`src/rtl/axi4lite_reg_pkg.sv`:
```
// Shared definitions for the AXI4-Lite register slave: register offsets,
// response codes, FSM state types and the byte-strobe merge helper.
package axi4lite_reg_pkg;

  // Register index is address bits [4:2]
  localparam logic [2:0] REG_ID      = 3'd0;
  localparam logic [2:0] REG_SCRATCH = 3'd1;
  localparam logic [2:0] REG_CTRL    = 3'd2;
  localparam logic [2:0] REG_STATUS  = 3'd3;
  localparam logic [2:0] REG_COUNT   = 3'd4;

  localparam logic [1:0] RESP_OKAY   = 2'b00;
  localparam logic [1:0] RESP_SLVERR = 2'b10;

  typedef enum logic {W_IDLE, W_RESP} w_state_e;
  typedef enum logic {R_IDLE, R_RESP} r_state_e;

  function automatic logic [31:0] apply_strb(input logic [31:0] old_v,
                                             input logic [31:0] new_v,
                                             input logic [3:0]  strb);
    logic [31:0] res;
    for (int i = 0; i < 4; i++) begin
      res[8*i +: 8] = strb[i] ? new_v[8*i +: 8] : old_v[8*i +: 8];
    end
    return res;
  endfunction

endpackage

```
`src/rtl/axi4lite_reg_slave_if.sv`:
```
// AXI4-Lite bus bundle. Handshake rule on every channel: a beat transfers on
// the rising edge where valid && ready; the sender holds valid and payload
// stable until then, and ready may depend only on the receiver's state.
interface axi4lite_reg_slave_if #(parameter int ADDR_W = 12);
  logic [ADDR_W-1:0] awaddr;
  logic              awvalid;
  logic              awready;
  logic [31:0]       wdata;
  logic [3:0]        wstrb;
  logic              wvalid;
  logic              wready;
  logic [1:0]        bresp;
  logic              bvalid;
  logic              bready;
  logic [ADDR_W-1:0] araddr;
  logic              arvalid;
  logic              arready;
  logic [31:0]       rdata;
  logic [1:0]        rresp;
  logic              rvalid;
  logic              rready;

  modport slave (
    input  awaddr, awvalid, output awready,
    input  wdata, wstrb, wvalid, output wready,
    output bresp, bvalid, input bready,
    input  araddr, arvalid, output arready,
    output rdata, rresp, rvalid, input rready
  );

  modport master (
    output awaddr, awvalid, input awready,
    output wdata, wstrb, wvalid, input wready,
    input  bresp, bvalid, output bready,
    output araddr, arvalid, input arready,
    input  rdata, rresp, rvalid, output rready
  );
endinterface

```
`src/rtl/axi4lite_reg_slave.sv`:
```
// AXI4-Lite register file for the PS: ID, scratch, control, sampled status and
// a free-running cycle counter; independent single-outstanding read/write paths.
module axi4lite_reg_slave
  import axi4lite_reg_pkg::*;
#(
  parameter logic [31:0] ID_VALUE = 32'h5250_0001
) (
  input  logic                        clk_i,
  input  logic                        rst_i,
  axi4lite_reg_slave_if.slave         s_axi,
  output logic [31:0]                 ctrl_o,
  input  logic [31:0]                 status_i,
  output w_state_e                    w_state_o,
  output r_state_e                    r_state_o
);

  w_state_e    w_state_q, w_state_d;
  r_state_e    r_state_q, r_state_d;
  logic        aw_held_q, aw_held_d;
  logic [2:0]  aw_off_q,  aw_off_d;
  logic        w_held_q,  w_held_d;
  logic [31:0] wdata_q,   wdata_d;
  logic [3:0]  wstrb_q,   wstrb_d;
  logic [1:0]  bresp_q,   bresp_d;
  logic [31:0] rdata_q,   rdata_d;
  logic [1:0]  rresp_q,   rresp_d;
  logic [31:0] scratch_q, scratch_d;
  logic [31:0] ctrl_q,    ctrl_d;
  logic [31:0] count_q,   count_d;

  logic aw_hs, w_hs;

  assign s_axi.awready = !aw_held_q && (w_state_q == W_IDLE);
  assign s_axi.wready  = !w_held_q  && (w_state_q == W_IDLE);
  assign s_axi.bvalid  = (w_state_q == W_RESP);
  assign s_axi.bresp   = bresp_q;
  assign s_axi.arready = (r_state_q == R_IDLE);
  assign s_axi.rvalid  = (r_state_q == R_RESP);
  assign s_axi.rdata   = rdata_q;
  assign s_axi.rresp   = rresp_q;
  assign ctrl_o        = ctrl_q;
  assign w_state_o     = w_state_q;
  assign r_state_o     = r_state_q;

  assign aw_hs = s_axi.awvalid && s_axi.awready;
  assign w_hs  = s_axi.wvalid  && s_axi.wready;

  always_comb begin
    w_state_d = w_state_q;
    r_state_d = r_state_q;
    aw_held_d = aw_held_q;
    aw_off_d  = aw_off_q;
    w_held_d  = w_held_q;
    wdata_d   = wdata_q;
    wstrb_d   = wstrb_q;
    bresp_d   = bresp_q;
    rdata_d   = rdata_q;
    rresp_d   = rresp_q;
    scratch_d = scratch_q;
    ctrl_d    = ctrl_q;
    count_d   = count_q + 32'd1;

    if (aw_hs) begin
      aw_held_d = 1'b1;
      aw_off_d  = s_axi.awaddr[4:2];
    end
    if (w_hs) begin
      w_held_d = 1'b1;
      wdata_d  = s_axi.wdata;
      wstrb_d  = s_axi.wstrb;
    end

    // Commit uses the _d copies so a same-cycle AW/W handshake commits at once
    unique case (w_state_q)
      W_IDLE: begin
        if (aw_held_d && w_held_d) begin
          w_state_d = W_RESP;
          aw_held_d = 1'b0;
          w_held_d  = 1'b0;
          bresp_d   = RESP_SLVERR;
          if (aw_off_d == REG_SCRATCH) begin
            scratch_d = apply_strb(scratch_q, wdata_d, wstrb_d);
            bresp_d   = RESP_OKAY;
          end else if (aw_off_d == REG_CTRL) begin
            ctrl_d  = apply_strb(ctrl_q, wdata_d, wstrb_d);
            bresp_d = RESP_OKAY;
          end
        end
      end
      W_RESP: begin
        if (s_axi.bready) w_state_d = W_IDLE;
      end
      default: w_state_d = W_IDLE;
    endcase

    // Read mux samples the current flops, so a same-edge write is not visible
    unique case (r_state_q)
      R_IDLE: begin
        if (s_axi.arvalid) begin
          r_state_d = R_RESP;
          rresp_d   = RESP_OKAY;
          unique case (s_axi.araddr[4:2])
            REG_ID:      rdata_d = ID_VALUE;
            REG_SCRATCH: rdata_d = scratch_q;
            REG_CTRL:    rdata_d = ctrl_q;
            REG_STATUS:  rdata_d = status_i;
            REG_COUNT:   rdata_d = count_q;
            default: begin
              rdata_d = 32'd0;
              rresp_d = RESP_SLVERR;
            end
          endcase
        end
      end
      R_RESP: begin
        if (s_axi.rready) r_state_d = R_IDLE;
      end
      default: r_state_d = R_IDLE;
    endcase
  end

  always_ff @(posedge clk_i or posedge rst_i) begin
    if (rst_i) begin
      w_state_q <= W_IDLE;
      r_state_q <= R_IDLE;
      aw_held_q <= 1'b0;
      aw_off_q  <= 3'd0;
      w_held_q  <= 1'b0;
      wdata_q   <= 32'd0;
      wstrb_q   <= 4'd0;
      bresp_q   <= RESP_OKAY;
      rdata_q   <= 32'd0;
      rresp_q   <= RESP_OKAY;
      scratch_q <= 32'd0;
      ctrl_q    <= 32'd0;
      count_q   <= 32'd0;
    end else begin
      w_state_q <= w_state_d;
      r_state_q <= r_state_d;
      aw_held_q <= aw_held_d;
      aw_off_q  <= aw_off_d;
      w_held_q  <= w_held_d;
      wdata_q   <= wdata_d;
      wstrb_q   <= wstrb_d;
      bresp_q   <= bresp_d;
      rdata_q   <= rdata_d;
      rresp_q   <= rresp_d;
      scratch_q <= scratch_d;
      ctrl_q    <= ctrl_d;
      count_q   <= count_d;
    end
  end

endmodule

```
`src/flat_wrapper.sv`:
```
// flat-port wrapper written by rule: the top's interface ports become plain ports
module axi4lite_reg_slave_flat import axi4lite_reg_pkg::*;
#(
  parameter logic [31:0] ID_VALUE = 32'h5250_0001
)
  (clk_i, rst_i, ctrl_o, status_i, w_state_o, r_state_o, s_axi_awaddr, s_axi_awvalid, s_axi_awready, s_axi_wdata, s_axi_wstrb, s_axi_wvalid, s_axi_wready, s_axi_bresp, s_axi_bvalid, s_axi_bready, s_axi_araddr, s_axi_arvalid, s_axi_arready, s_axi_rdata, s_axi_rresp, s_axi_rvalid, s_axi_rready);
  axi4lite_reg_slave_if #(.ADDR_W(12)) s_axi_i ();
  input  logic clk_i;
  input  logic rst_i;
  output logic [31:0] ctrl_o;
  input  logic [31:0] status_i;
  output w_state_e w_state_o;
  output r_state_e r_state_o;
  input wire logic [$bits(s_axi_i.awaddr)-1:0] s_axi_awaddr;
  input wire logic [$bits(s_axi_i.awvalid)-1:0] s_axi_awvalid;
  output wire logic [$bits(s_axi_i.awready)-1:0] s_axi_awready;
  input wire logic [$bits(s_axi_i.wdata)-1:0] s_axi_wdata;
  input wire logic [$bits(s_axi_i.wstrb)-1:0] s_axi_wstrb;
  input wire logic [$bits(s_axi_i.wvalid)-1:0] s_axi_wvalid;
  output wire logic [$bits(s_axi_i.wready)-1:0] s_axi_wready;
  output wire logic [$bits(s_axi_i.bresp)-1:0] s_axi_bresp;
  output wire logic [$bits(s_axi_i.bvalid)-1:0] s_axi_bvalid;
  input wire logic [$bits(s_axi_i.bready)-1:0] s_axi_bready;
  input wire logic [$bits(s_axi_i.araddr)-1:0] s_axi_araddr;
  input wire logic [$bits(s_axi_i.arvalid)-1:0] s_axi_arvalid;
  output wire logic [$bits(s_axi_i.arready)-1:0] s_axi_arready;
  output wire logic [$bits(s_axi_i.rdata)-1:0] s_axi_rdata;
  output wire logic [$bits(s_axi_i.rresp)-1:0] s_axi_rresp;
  output wire logic [$bits(s_axi_i.rvalid)-1:0] s_axi_rvalid;
  input wire logic [$bits(s_axi_i.rready)-1:0] s_axi_rready;
  assign s_axi_i.awaddr = s_axi_awaddr;
  assign s_axi_i.awvalid = s_axi_awvalid;
  assign s_axi_awready = s_axi_i.awready;
  assign s_axi_i.wdata = s_axi_wdata;
  assign s_axi_i.wstrb = s_axi_wstrb;
  assign s_axi_i.wvalid = s_axi_wvalid;
  assign s_axi_wready = s_axi_i.wready;
  assign s_axi_bresp = s_axi_i.bresp;
  assign s_axi_bvalid = s_axi_i.bvalid;
  assign s_axi_i.bready = s_axi_bready;
  assign s_axi_i.araddr = s_axi_araddr;
  assign s_axi_i.arvalid = s_axi_arvalid;
  assign s_axi_arready = s_axi_i.arready;
  assign s_axi_rdata = s_axi_i.rdata;
  assign s_axi_rresp = s_axi_i.rresp;
  assign s_axi_rvalid = s_axi_i.rvalid;
  assign s_axi_i.rready = s_axi_rready;
  axi4lite_reg_slave #(.ID_VALUE(ID_VALUE)) u_core (.clk_i(clk_i), .rst_i(rst_i), .s_axi(s_axi_i), .ctrl_o(ctrl_o), .status_i(status_i), .w_state_o(w_state_o), .r_state_o(r_state_o));
endmodule
```
`config.mk`:
```
export PLATFORM = sky130hd
export DESIGN_NAME = axi4lite_reg_slave_flat
export DESIGN_NICKNAME = d
export VERILOG_FILES = /design/src/rtl/axi4lite_reg_pkg.sv /design/src/rtl/axi4lite_reg_slave_if.sv /design/src/rtl/axi4lite_reg_slave.sv /design/src/flat_wrapper.sv
export SDC_FILE = /design/constraint.sdc
export NUM_CORES = 1
export LEC_CHECK = 0
export BUFFER_PORTS_ARGS = -buffer_cell sky130_fd_sc_hd__buf_4
export CAP_MARGIN = 20
export CORE_ASPECT_RATIO = 0.75
export CORE_MARGIN = 2
export CORE_UTILIZATION = 49
export DETAILED_ROUTE_END_ITERATION = 8
export HOLD_SLACK_MARGIN = 0.12
export PLACE_DENSITY = 0.76
export SLEW_MARGIN = 20
export SYNTH_ARGS = -nofsm -noshare
export SYNTH_HDL_FRONTEND = slang
export SYNTH_SLANG_ARGS = --single-unit
```
`constraint.sdc`:
```
create_clock -name clk_i -period 5.2 [get_ports clk_i]
set_input_delay 0.52 -clock clk_i [delete_from_list [all_inputs] [get_ports clk_i]]
set_output_delay 0.52 -clock clk_i [all_outputs]
set_load 0.02 [all_outputs]
```
==> impl_results.md <==
* # resized after CTS at 0
* Mapped Avg Cell Area at 12.9 µm²
* CTS tree: yes
* Via density at 5.68
* Post-route DRC at 0
* Max-slew violations at 0
* DR pass1 iterations at 5
* Initial antenna violation count at 0
* Largest net degree at the start of global routing at 174
* Synth unique cells at 44
* Detail Placement HPWL at 13000 µm
* HP Class: primary input to flop
* Fin nets at 838
* Register area share after synthesis at 56.9%
* EDFF count, synth at 0
* Final Setup Violations at 0
* Area grow syn2layout at 25.9%
* # hold bufs at CTS at 0
* Worst Setup End Kind: flop
* Max_cap viols at 0
* Synthesized area at 0.00761 mm²
* Clock sinks at 173
* Final period utilization at 60.2%
* Async SR Flop Fraction at 100%
* Clock tree buffer depth at 2
* Peak Freq at 0.320 GHz
* Core ar. at 0.0152 mm²
* Critical path type: flop to flop
* DRT antenna net count at 0
* Final-report hold violation count at 0
* Commonest non-fill, non-tap cell in the layout: dfrtp_1
* WP data required at 5.50 ns
* First-pass GRT wire length at 30600 µm
* Port Buffer Count at 153
* Clk_skew at 0.0132 ns
* Crit path max fanout at 23
* Num rows at 39
* Leakage power figure at 0.00439 µW
* Commonest cells after routing, fill and taps aside: dfrtp_1 (173), buf_4 (161), mux2_2 (99)
* Flop and latch count out of synthesis at 173
* Initial Util at 50.0%
* DR vias at 5434
* CTS root buf: clkbuf_16
* Die area at 0.0166 mm²
* Die height at 112 µm
* Clock Pin Slew Worst Setup and Hold Paths at 0.07 ns
* Filler cells at 1222
* Core Util, Final at 63.0%
* H-tree Lvls at 4
* Max rail drop VDD at 296 µV
* Most common flop cell mapped by yosys: dfrtp_1
* All-Layer GR Usage at 23.9%
* Setup Fix Bufs, Post-CTS at 0
* Share of cells above drive strength 1 at 41.4%
* Final Wtd Congestion at 0.855
* Outcome: completed
* Slew margin rel. at 32.3%
* Vias in the first global route at 5716
* Period minus WS final at 3.13 ns
* Cells after synthesis at 588
* Critical path data arrival time at 3.43 ns
* Grt total ovfl at 0
* Setup TNS at 0 ns
* Routed len/inst at 19.9 µm
* RSZ-0062 raised after global routing: false
* Top Ports at 174
* Clk Latency, worst-skew pair at 0.43 ns
* Crit start category: flop
* Ant. Diodes at 0
* Total CTS buffers at 17
* Initial DRC Count at 371
* PD cells at 504 mW/mm²
* Synth Warn # at 0
* Worst-margin pin slew at 1.01 ns
* Die width at 148 µm
* Post-Route WL at 19000 µm
-- worst max-delay path, stage by stage (launching register included) --
cell     delay (ns)
dfrtp_1        0.51
nor3b_4        0.79
buf_4          0.50
mux2i_1        0.26
nor3_4         0.53
mux2_2         0.40
-- power breakdown --
part	internal (µW)	switching, µW
combinational	721	767
clock	771	515
sequential	1780	274
total	3280	1560
-- worst paths after layout --
check / from / to / slack [ns] / depth (start not counted)
max in group asynchronous: rst_i / u_core.count_q[30]$_DFF_PP0_ / 4.15 / 3
worst max-delay path: u_core.s_axi.bvalid$_DFF_PP0_ / u_core.ctrl_o[20]$_DFFE_PP0P_ / 2.07 / 5
min in group asynchronous: rst_i / u_core.wdata_q[25]$_DFF_PP0_ / 0.31 / 3
worst max register to register: u_core.s_axi.bvalid$_DFF_PP0_ / u_core.ctrl_o[20]$_DFFE_PP0P_ / 2.07 / 5
worst min-delay path: s_axi_rready / u_core.r_state_o$_DFF_PP0_ / 0.28 / 2
worst min register to register: u_core.s_axi.rdata[16]$_DFFE_PP0P_ / u_core.s_axi.rdata[16]$_DFFE_PP0P_ / 0.49 / 2
-- registers in the layout, summed over array words and instances, names as in the netlist --
name,count
u_core.s_axi.rdata,32
u_core.s_axi.bvalid,1
u_core.wstrb_q,4
u_core.w_held_q,1
u_core.scratch_q,32
u_core.wdata_q,32
u_core.s_axi.bresp,1
u_core.ctrl_o,32
u_core.aw_held_q,1
u_core.s_axi.rresp,1
u_core.count_q,32
u_core.aw_off_q,3
u_core.r_state_o,1
-- per-stage QoR --
step | area, µm² | hold slack, ns | total power, µW | setup WS (ns) | std cells
after floorplan | 7620 | 0.446 | 3000 | 2.47 | 589
after global placement | 8980 | 0.471 | 3490 | 2.08 | 924
after detailed placement | 8980 | 0.473 | 3570 | 1.96 | 924
after CTS | 9590 | 0.259 | 4860 | 2.03 | 956
after global routing | 9590 | 0.254 | 5070 | 1.91 | 956
final | 9590 | 0.276 | 4830 | 2.07 | 956
-- cells by family (layout without fill, tap and decap cells) --
kind of cell             count (synthesis)  in the layout  synth area share (%)
AND/OR/NAND/NOR                        121            121                  9.76
adder cells (fa/ha/maj)                  1              1                 0.164
buffers and inverters                   41            203                  2.48
multiplexers                           113            113                  16.5
XOR/XNOR                                31             31                  3.57
AO/OA/AOI/OAI                          107            107                  10.6
flip-flops                             173            173                  56.9
other                                    1              2                0.0493
-- cell usage after synthesis (6+ instances only) --
cell type  count  area [µm²]
dfrtp_1      173        4330
mux2_2        99        1110
nand2_1       40         150
o21ai_0       33         165
a22o_1        28         245
a221oi_1      26         228
xnor2_1       25         219
clkbuf_1      18        67.6
mux2i_1       13         130
nand3_1       13        65.1
nand4_1       11        68.8
nor2_1        11        41.3
nor2b_1       10        62.6
inv_1          9        33.8
buf_2          7        35.0
nor3_4         6        97.6
xor2_1         6        52.6
-- per-layer routing --
| layer | wire length (µm) | global-route usage (%) | up-vias |
|---|---|---|---|
| li1 | - | - | 2458 |
| met1 | 8450 | 32.3 | 2801 |
| met2 | 9200 | 38.4 | 160 |
| met3 | 1130 | 6.07 | 15 |
| met4 | 208 | 7.68 | 0 |
| met5 | 0 | 0 | - |
-- final cells by class --
type	instances	area, µm²	area share [%]
clock inverters	9	108	1.12
well taps	205	256	2.68
inverters	9	37.5	0.392
flip-flops and latches	173	4330	45.2
multi-input cells	375	3130	32.6
clock buffers	23	498	5.20
repair buffers	162	1230	12.8
No activity file was read; power rests on OpenSTA's default activity.
